[src/rtl/serial_tx.sv]
// 8N1 UART transmitter: one frame per accepted txe strobe, LSB first,
// BAUD_DIV system clocks per bit, tx and busy both driven from flops.
//
// state | meaning
// ------+------------------------------------------------------------
// 0     | IDLE   line high, waiting for txe
// 1     | START  start bit (low)
// 2..9  | BIT0..BIT7 data bits, LSB first
// 10    | STOP   stop bit (high)
// 11..15| illegal, return to IDLE on the next edge
module serial_tx #(
    parameter int unsigned BAUD_DIV = 434
) (
    input  logic       clk,
    input  logic       rst_n,
    input  logic [7:0] data,
    input  logic       txe,
    output logic       tx,
    output logic       busy
);

    localparam logic [3:0]  ST_IDLE  = 4'd0;
    localparam logic [3:0]  ST_START = 4'd1;
    localparam logic [3:0]  ST_BIT0  = 4'd2;
    localparam logic [3:0]  ST_BIT7  = 4'd9;
    localparam logic [3:0]  ST_STOP  = 4'd10;
    localparam logic [31:0] BAUD_TC  = 32'(BAUD_DIV - 1);

    logic [3:0]  state_q, state_d;
    logic [31:0] baudcounter_q, baudcounter_d;
    logic [7:0]  shift_q, shift_d;
    logic        tx_q, tx_d;
    logic        busy_q, busy_d;
    logic        bit_done;

    // Kept under these names so benches can probe them hierarchically.
    logic [3:0]  state;
    logic [31:0] baudcounter;

    assign state       = state_q;
    assign baudcounter = baudcounter_q;
    assign tx          = tx_q;
    assign busy        = busy_q;
    assign bit_done    = (baudcounter_q == BAUD_TC);

    always_ff @(posedge clk) begin
        if (!rst_n) begin
            state_q       <= ST_IDLE;
            baudcounter_q <= 32'd0;
            shift_q       <= 8'd0;
            tx_q          <= 1'b1;
            busy_q        <= 1'b0;
        end else begin
            state_q       <= state_d;
            baudcounter_q <= baudcounter_d;
            shift_q       <= shift_d;
            tx_q          <= tx_d;
            busy_q        <= busy_d;
        end
    end

    always_comb begin
        state_d       = state_q;
        baudcounter_d = baudcounter_q;
        shift_d       = shift_q;
        if (state_q == ST_IDLE) begin
            if (txe) begin
                state_d       = ST_START;
                baudcounter_d = 32'd0;
                shift_d       = data;
            end
        end else if (state_q > ST_STOP) begin
            state_d       = ST_IDLE;
            baudcounter_d = 32'd0;
        end else if (bit_done) begin
            baudcounter_d = 32'd0;
            if (state_q == ST_STOP) begin
                state_d = ST_IDLE;
            end else begin
                state_d = state_q + 4'd1;
                shift_d = shift_q >> 1;
            end
        end else begin
            baudcounter_d = baudcounter_q + 32'd1;
        end
    end

    // Outputs are registered from the next state; on entry to a data bit the
    // LSB is taken before this edge's shift, so BIT0 carries data[0].
    always_comb begin
        tx_d   = tx_q;
        busy_d = (state_d != ST_IDLE);
        if (state_d == ST_START) begin
            tx_d = 1'b0;
        end else if (state_d >= ST_BIT0 && state_d <= ST_BIT7) begin
            if (state_d != state_q) begin
                tx_d = shift_q[0];
            end
        end else begin
            tx_d = 1'b1;
        end
    end

endmodule

[config.mk]
export PLATFORM = sky130hd
export DESIGN_NAME = serial_tx
export DESIGN_NICKNAME = d
export VERILOG_FILES = /design/src/rtl/serial_tx.sv
export SDC_FILE = /design/constraint.sdc
export NUM_CORES = 1
export LEC_CHECK = 0
export ABC_AREA = 0
export CAP_MARGIN = 20
export CORE_MARGIN = 2
export CORE_UTILIZATION = 50
export DETAILED_ROUTE_END_ITERATION = 8
export PLACE_DENSITY = 0.7
export SLEW_MARGIN = 20
export SYNTH_ARGS = -nofsm -noshare
export SYNTH_HDL_FRONTEND = slang
export SYNTH_SLANG_ARGS = --single-unit
[constraint.sdc]
create_clock -name clk -period 2.6 [get_ports clk]
set_input_delay 0.78 -clock clk [delete_from_list [all_inputs] [get_ports clk]]
set_output_delay 0.78 -clock clk [all_outputs]
set_load 0.05 [all_outputs]
==> results of run 1 <==
==> cell type report <==
type	count	area share [%]
multi-input combinational	229	50.6
sequential	46	32.7
timing repair buffer	23	7.63
tap	67	2.97
clock buffer	6	2.93
clock inverter	2	2.13
inverter	8	1.06
==> critical path, stage by stage, from the launching register on <==
cell	delay, ns
dfxtp_1	0.41
ha_1	0.17
nor4b_1	0.36
nand4_1	0.38
o221ai_4	0.36
a21o_1	0.20
buf_12	0.18
o21ai_0	0.10
==> per-stage QoR <==
stage	utilization [%]	cell area, µm²	setup WS [ns]	cells	hold slack (ns)
floorplan	-	2460	0.550	298	0.435
CTS	59.7	2820	0.334	381	0.465
finish	59.7	2820	0.329	381	0.461
global route	59.7	2820	0.0849	381	0.490
global placement	56.7	2680	0.223	373	0.445
detailed placement	56.7	2680	0.151	373	0.449
==> power by group through the flow <==
stage	clock [mW]	combinational (mW)	sequential, mW
after CTS	0.672	0.140	0.726
after floorplan	0	0.0892	0.749
after global placement	0	0.138	0.742
after global routing	0.696	0.154	0.728
after detailed placement	0	0.139	0.743
final	0.656	0.139	0.726
==> state kept, by name, summed over array words and instances (netlist names) <==
name / cells
tx: 1
state: 4
baudcounter: 32
busy: 1
shift_q: 8
==> cell usage in the layout (no fill, tap or decap), types with 2 or more instances in the layout <==
cell type	netlist	final
and4_1	3	3
nand2_1	49	49
buf_4	0	10
nor4_1	10	10
mux2i_1	7	7
dfxtp_1	46	46
o21ai_0	3	3
nor4_2	2	2
ha_1	2	2
clkdlybuf4s50_1	0	12
nand3_1	13	13
nor3_1	14	14
bufinv_16	0	2
a211o_1	2	2
and3_1	2	2
xnor2_1	21	21
o21a_1	3	3
clkbuf_8	0	6
a21oi_1	4	4
inv_1	8	8
o211ai_1	2	2
a21o_1	3	3
nor2_1	42	42
o21bai_1	2	2
or4_1	3	3
xor2_1	8	8
nand4_1	10	10
==> cells by family (layout without fill, tap and decap cells) <==
group / count (synthesis) / count (layout)
AND/OR/NAND/NOR: 159 / 159
XOR/XNOR: 29 / 29
AO/OA/AOI/OAI: 31 / 31
multiplexers: 8 / 8
adder cells (fa/ha/maj): 2 / 2
flip-flops: 46 / 46
buffers and inverters: 23 / 39
==> path summary, 6_finish.rpt <==
kind | start | endpoint | slack [ns] | cells after the start
setup / recovery | baudcounter[0] | baudcounter[16] | 0.33 | 7
hold / removal | shift_q[0] | shift_q[0] | 0.46 | 2
setup reg to reg | baudcounter[0] | baudcounter[16] | 0.33 | 7
hold reg to reg | shift_q[0] | shift_q[0] | 0.46 | 2
==> metal layers <==
| layer | share of wire, % | vias to the layer above | GRT usage, % |
|---|---|---|---|
| met1 | 51 | 960 | 27.4 |
| met2 | 45 | 35 | 31.4 |
| met3 | 2.8 | 8 | 4.07 |
| met5 | 0 | - | 0 |
| li1 | - | 1071 | - |
| met4 | 1.5 | 0 | 8.08 |
==> impl_results.md, run 1 <==
- Outcome: complete, no violations
- HP Class: flop to flop
- Adder-Cell Fraction of Synth Area: between 1 and 1.5%
- Number of I/O pins: 13
- Main combinational cell family by area after synthesis: simple AND/OR/NAND/NOR gates
- DIE AREA: roughly 0.0055 mm²
- Share of cells above drive strength 1: between 10% and 20%
- Vias in the first global route: roughly 1900
- Cell internal pwr: around 1.2 mW
- Synth area leader: dfxtp_1
- Core Footprint: approximately 0.0047 mm²
- H-tree depth: 2
- Simple-gate portion of the synthesized area: 33.2%
- Post-CTS setup buffers: 0
- Synth Area in Compound Gates: about a tenth
- Final period utilization: slightly below 90%
- Sequential share of power: a little under half
- Post-synthesis sequential area ratio: between 30% and 40%
- P_leak: approximately 1.0 nW
- Area growth syn-to-layout: 14.5%
- Power density over the cells: 540 mW/mm²
- Clock Power Share: between 40% and 50%
- CTS buffer count: 5
- Comb power frac: ~9.2%
- Max clock buf depth: 2
- Crit Path Category: flop to flop
- TNS Setup: 0 ns
- Crit-path max FO: 29
- Routed vias: 2074
- Mux cell area share after synthesis: 3.30%
- Drt total wl: ~5000 µm
- Post-synthesis async set-or-reset flop share: 0%
- Synth area leaders: dfxtp_1 (37%), nand2_1 (7.5%), xnor2_1 (7.5%)
- Fin. Hold Viols: 0
- Largest net degree at the start of global routing: 30
- Final Max Slew Viols: 0
- Row cnt: 25
- Post-CTS Hold Fix Bufs: 0
- Total GRT Usage: roughly a fifth
- Fillers: 426
- CP Capture Type: flop
- Clk_lat worst skew: about 0.31 ns
- Total grt overflow: 0
- PortBufs: 12
- Initial Util: a little over half
- Arrival @ worst endpoint: about 2.5 ns
- # DRC: 0
- DIE WIDTH: 74.2 µm
- RSZ-0062 raised after global routing: false
- Clock-pin slew on the worst setup and hold paths: around 0.09 ns
- Syn_area_per_cell: 8.26 µm²
- CTS tree: done
- Startpoint types: flop
- Yosys cell types: 50
- Initial antenna violation count: 0
- Slew @ Worst Pin: about 0.56 ns
- Mapped Area: between 0.002 and 0.0025 mm²
- Die height: about 74 µm
- # nets final: around 330
- Tot Pwr: about 1.5 mW
- Post-synth top area share: 37.4%
- First DRT Iteration DRCs: 156
- Drt first pass iters: 4
- Inserted Diodes: 0
- Worst vdd ir: between 0.2 and 0.3 mV
- Root Buffer: clkbuf_8
- Post-Synthesis Cells: between 200 and 300
- Rel. slew slack: just over 60%
- Ys Warns: 0
- Mapped Nets: slightly above 300
- Skew final: around 0.0077 ns
- Number of enable flip-flop cells after synthesis: 0
- #FFs+latches synth: 46
- Post-Synth XOR/XNOR Area: between 10% and 20%
- Clock Sinks: 46
- Most frequent cell after synthesis: nand2_1
- DR WL/cell: approximately 13 µm
- Max Cap Viol: 0
- Worst endpoint required time: approximately 2.8 ns
- Via-to-Cell Ratio: approximately 5.4
- GPL Wtd Cong: about 0.9
- Post-CTS sizing: 0
- Reg area: 921 µm²
- Antenna viol nets, final: 0
- Fmax achieved: around 0.44 GHz
- Area of the multi-input gates: around 0.0014 mm²
- Sw Pwr: around 0.34 mW
- DP Wirelength: between 3000 and 4000 µm
- Switch share: between 20% and 30%
- Top_reg_cell synth: dfxtp_1
- Top post-synthesis cells by count: nand2_1 (49), dfxtp_1 (46), nor2_1 (42)
- First-pass GRT wire length: roughly 8600 µm
- # setup viols final: 0
- Min cycle time layout: between 2 and 2.5 ns
(Power assumes the default switching activity.)
==> run 2, diff against run 1 <==
Settings changed: CORE_MARGIN 2 to 8, SETUP_SLACK_MARGIN set to 0.2.
==> run 2 against run 1 <==
  * Sequential cell count stayed put
  * Design area unchanged
  * Register-to-register slack better by 0.03 ns
  * Die area rose by 35%
  * Global-route usage fell by 5.1 points
  * Clock skew up 0.0022 ns
  * Via count is 0.82% higher
  * Non-clock buffer count did not move
  * Total power about the same
  * Critical path depth stayed put
  * Cell count stayed put
  * Critical path type unchanged
==> impl_results.md, run 2 (synthesis gave the netlist of run 1 again) <==
- Clock Sinks: 46
- Clk_lat worst skew: 0.30 ns
- # nets final: about 330
- Crit-path max FO: 29
- TNS Setup: 0 ns
- Drt total wl: between 5000 and 6000 µm
- Initial Util: between 50% and 60%
- Final Max Slew Viols: 0
- Fmax achieved: between 0.4 and 0.5 GHz
- # setup viols final: 0
- Total grt overflow: 0
- Finished Cell Area: approximately 0.0028 mm²
- Slowest cell on crit path: dfxtp_1
- Routed vias: ~2100
- Row cnt: 25
- Max reg flops: 32
- Max Cap Viol: 0
- Skew final: 0.00986 ns
- Post-CTS Hold Fix Bufs: 0
- Area growth syn-to-layout: 14.5%
- Root Buffer: clkbuf_8
- Share of cells above drive strength 1: around a tenth
- P_leak: 1.01 nW
- Most common cell after layout, fill and taps aside: nand2_1
- DP Wirelength: between 3000 and 4000 µm
- Total GRT Usage: between 10% and 20%
- First DRT Iteration DRCs: approximately 190
- Post-CTS setup buffers: 0
- Outcome: complete, no violations
- Number of I/O pins: 13
- Startpoint types: flop
- Commonest non-fill, non-tap cells in the layout: nand2_1 (49), dfxtp_1 (46), nor2_1 (42)
- H-tree depth: 2
- Post-CTS sizing: 0
- PortBufs: 12
- Biggest cell delay along the critical path: about 0.42 ns
- DR WL/cell: 13.8 µm
- Tot Pwr: around 1.5 mW
- Placement Cell Area: 0.00268 mm²
- Final period utilization: ~86%
- HP Class: flop to flop
- Arrival @ worst endpoint: 2.43 ns
- CP Capture Type: flop
- # DRC: 0
- Clock-pin slew on the worst setup and hold paths: about 0.08 ns
- First-pass GRT wire length: 9230 µm
- Slew @ Worst Pin: 0.583 ns
- Vias in the first global route: slightly below 2000
- Initial antenna violation count: 0
- Crit Path Category: flop to flop
- CTS buffer count: 5
- Antenna viol nets, final: 0
- GPL Wtd Cong: between 0.8 and 0.9
- DIE AREA: around 0.0074 mm²
- Die height: about 86 µm
- Largest net degree at the start of global routing: 30
- Min cycle time layout: approximately 2.2 ns
- CTS tree: done
- Drt first pass iters: 4
- DIE WIDTH: approximately 86 µm
- Worst path cell trace: ha_1 -> nor4b_1 -> nand4_1 -> o221ai_4 -> a21o_1 -> buf_12 -> o21ai_0
- RSZ-0062 raised after global routing: false
- Rel. slew slack: between 60 and 70%
- Via-to-Cell Ratio: about 5.5
- Power density over the cells: 540 mW/mm²
- Fin. Hold Viols: 0
- Inserted Diodes: 0
- Worst vdd ir: roughly 0.32 mV
- Worst endpoint required time: 2.79 ns
- Max clock buf depth: 2
- Core Footprint: around 0.0047 mm²
## run 2: cell counts in the layout (fill, tap and decap cells not counted)
Identical to the previous run, type by type.
## run 2: critical path, delay by kind of cell, from the launching register on
kind,cells,cell delay [ns]
simple gates,2,0.69
compound gates,3,0.66
flops,1,0.42
fa+ha+maj,1,0.18
buf+inv,1,0.18
## run 2: cell type report
cell class | instances | area [µm²]
repair buffers | 23 | 215
clock inverters | 2 | 60.1
multi-input cells | 229 | 1430
fillers | 425 | 1900
clock buffers | 6 | 82.6
inverters | 8 | 30.0
flip-flops and latches | 46 | 921
well taps | 67 | 83.8
## run 2: worst paths after layout
| check | start | endpoint | slack (ns) | depth (start not counted) |
|---|---|---|---|---|
| max | baudcounter[0] | baudcounter[16] | 0.36 | 7 |
| min | shift_q[3] | shift_q[3] | 0.46 | 2 |
| max reg2reg | baudcounter[0] | baudcounter[16] | 0.36 | 7 |
| min reg2reg | shift_q[3] | shift_q[3] | 0.46 | 2 |
## run 2: layer usage
metal | wire length, µm | GRT usage [%] | vias up
met5 | 0 | 0 | -
met2 | 2360 | 23.7 | 56
li1 | - | - | 1067
met1 | 2510 | 20.1 | 957
met3 | 295 | 3.31 | 11
met4 | 78 | 4.38 | 0
## run 2: stage by stage
step / setup slack, ns / hold WS [ns] / std cells / util, %
2_1_floorplan: 0.550 / 0.435 / 298 / -
3_3_place_gp: 0.283 / 0.446 / 373 / 56.7
3_5_place_dp: 0.272 / 0.457 / 373 / 56.7
4_1_cts: 0.372 / 0.469 / 381 / 59.7
5_1_grt: 0.201 / 0.489 / 381 / 59.7
6_report: 0.358 / 0.465 / 381 / 59.7
## run 2: where the power goes
| group | total (mW) | switching [mW] | internal, mW |
|---|---|---|---|
| Combinational | 0.141 | 0.0822 | 0.0591 |
| Sequential | 0.725 | 0.00753 | 0.718 |
| Clock | 0.656 | 0.246 | 0.410 |
| Total | 1.52 | 0.335 | 1.19 |
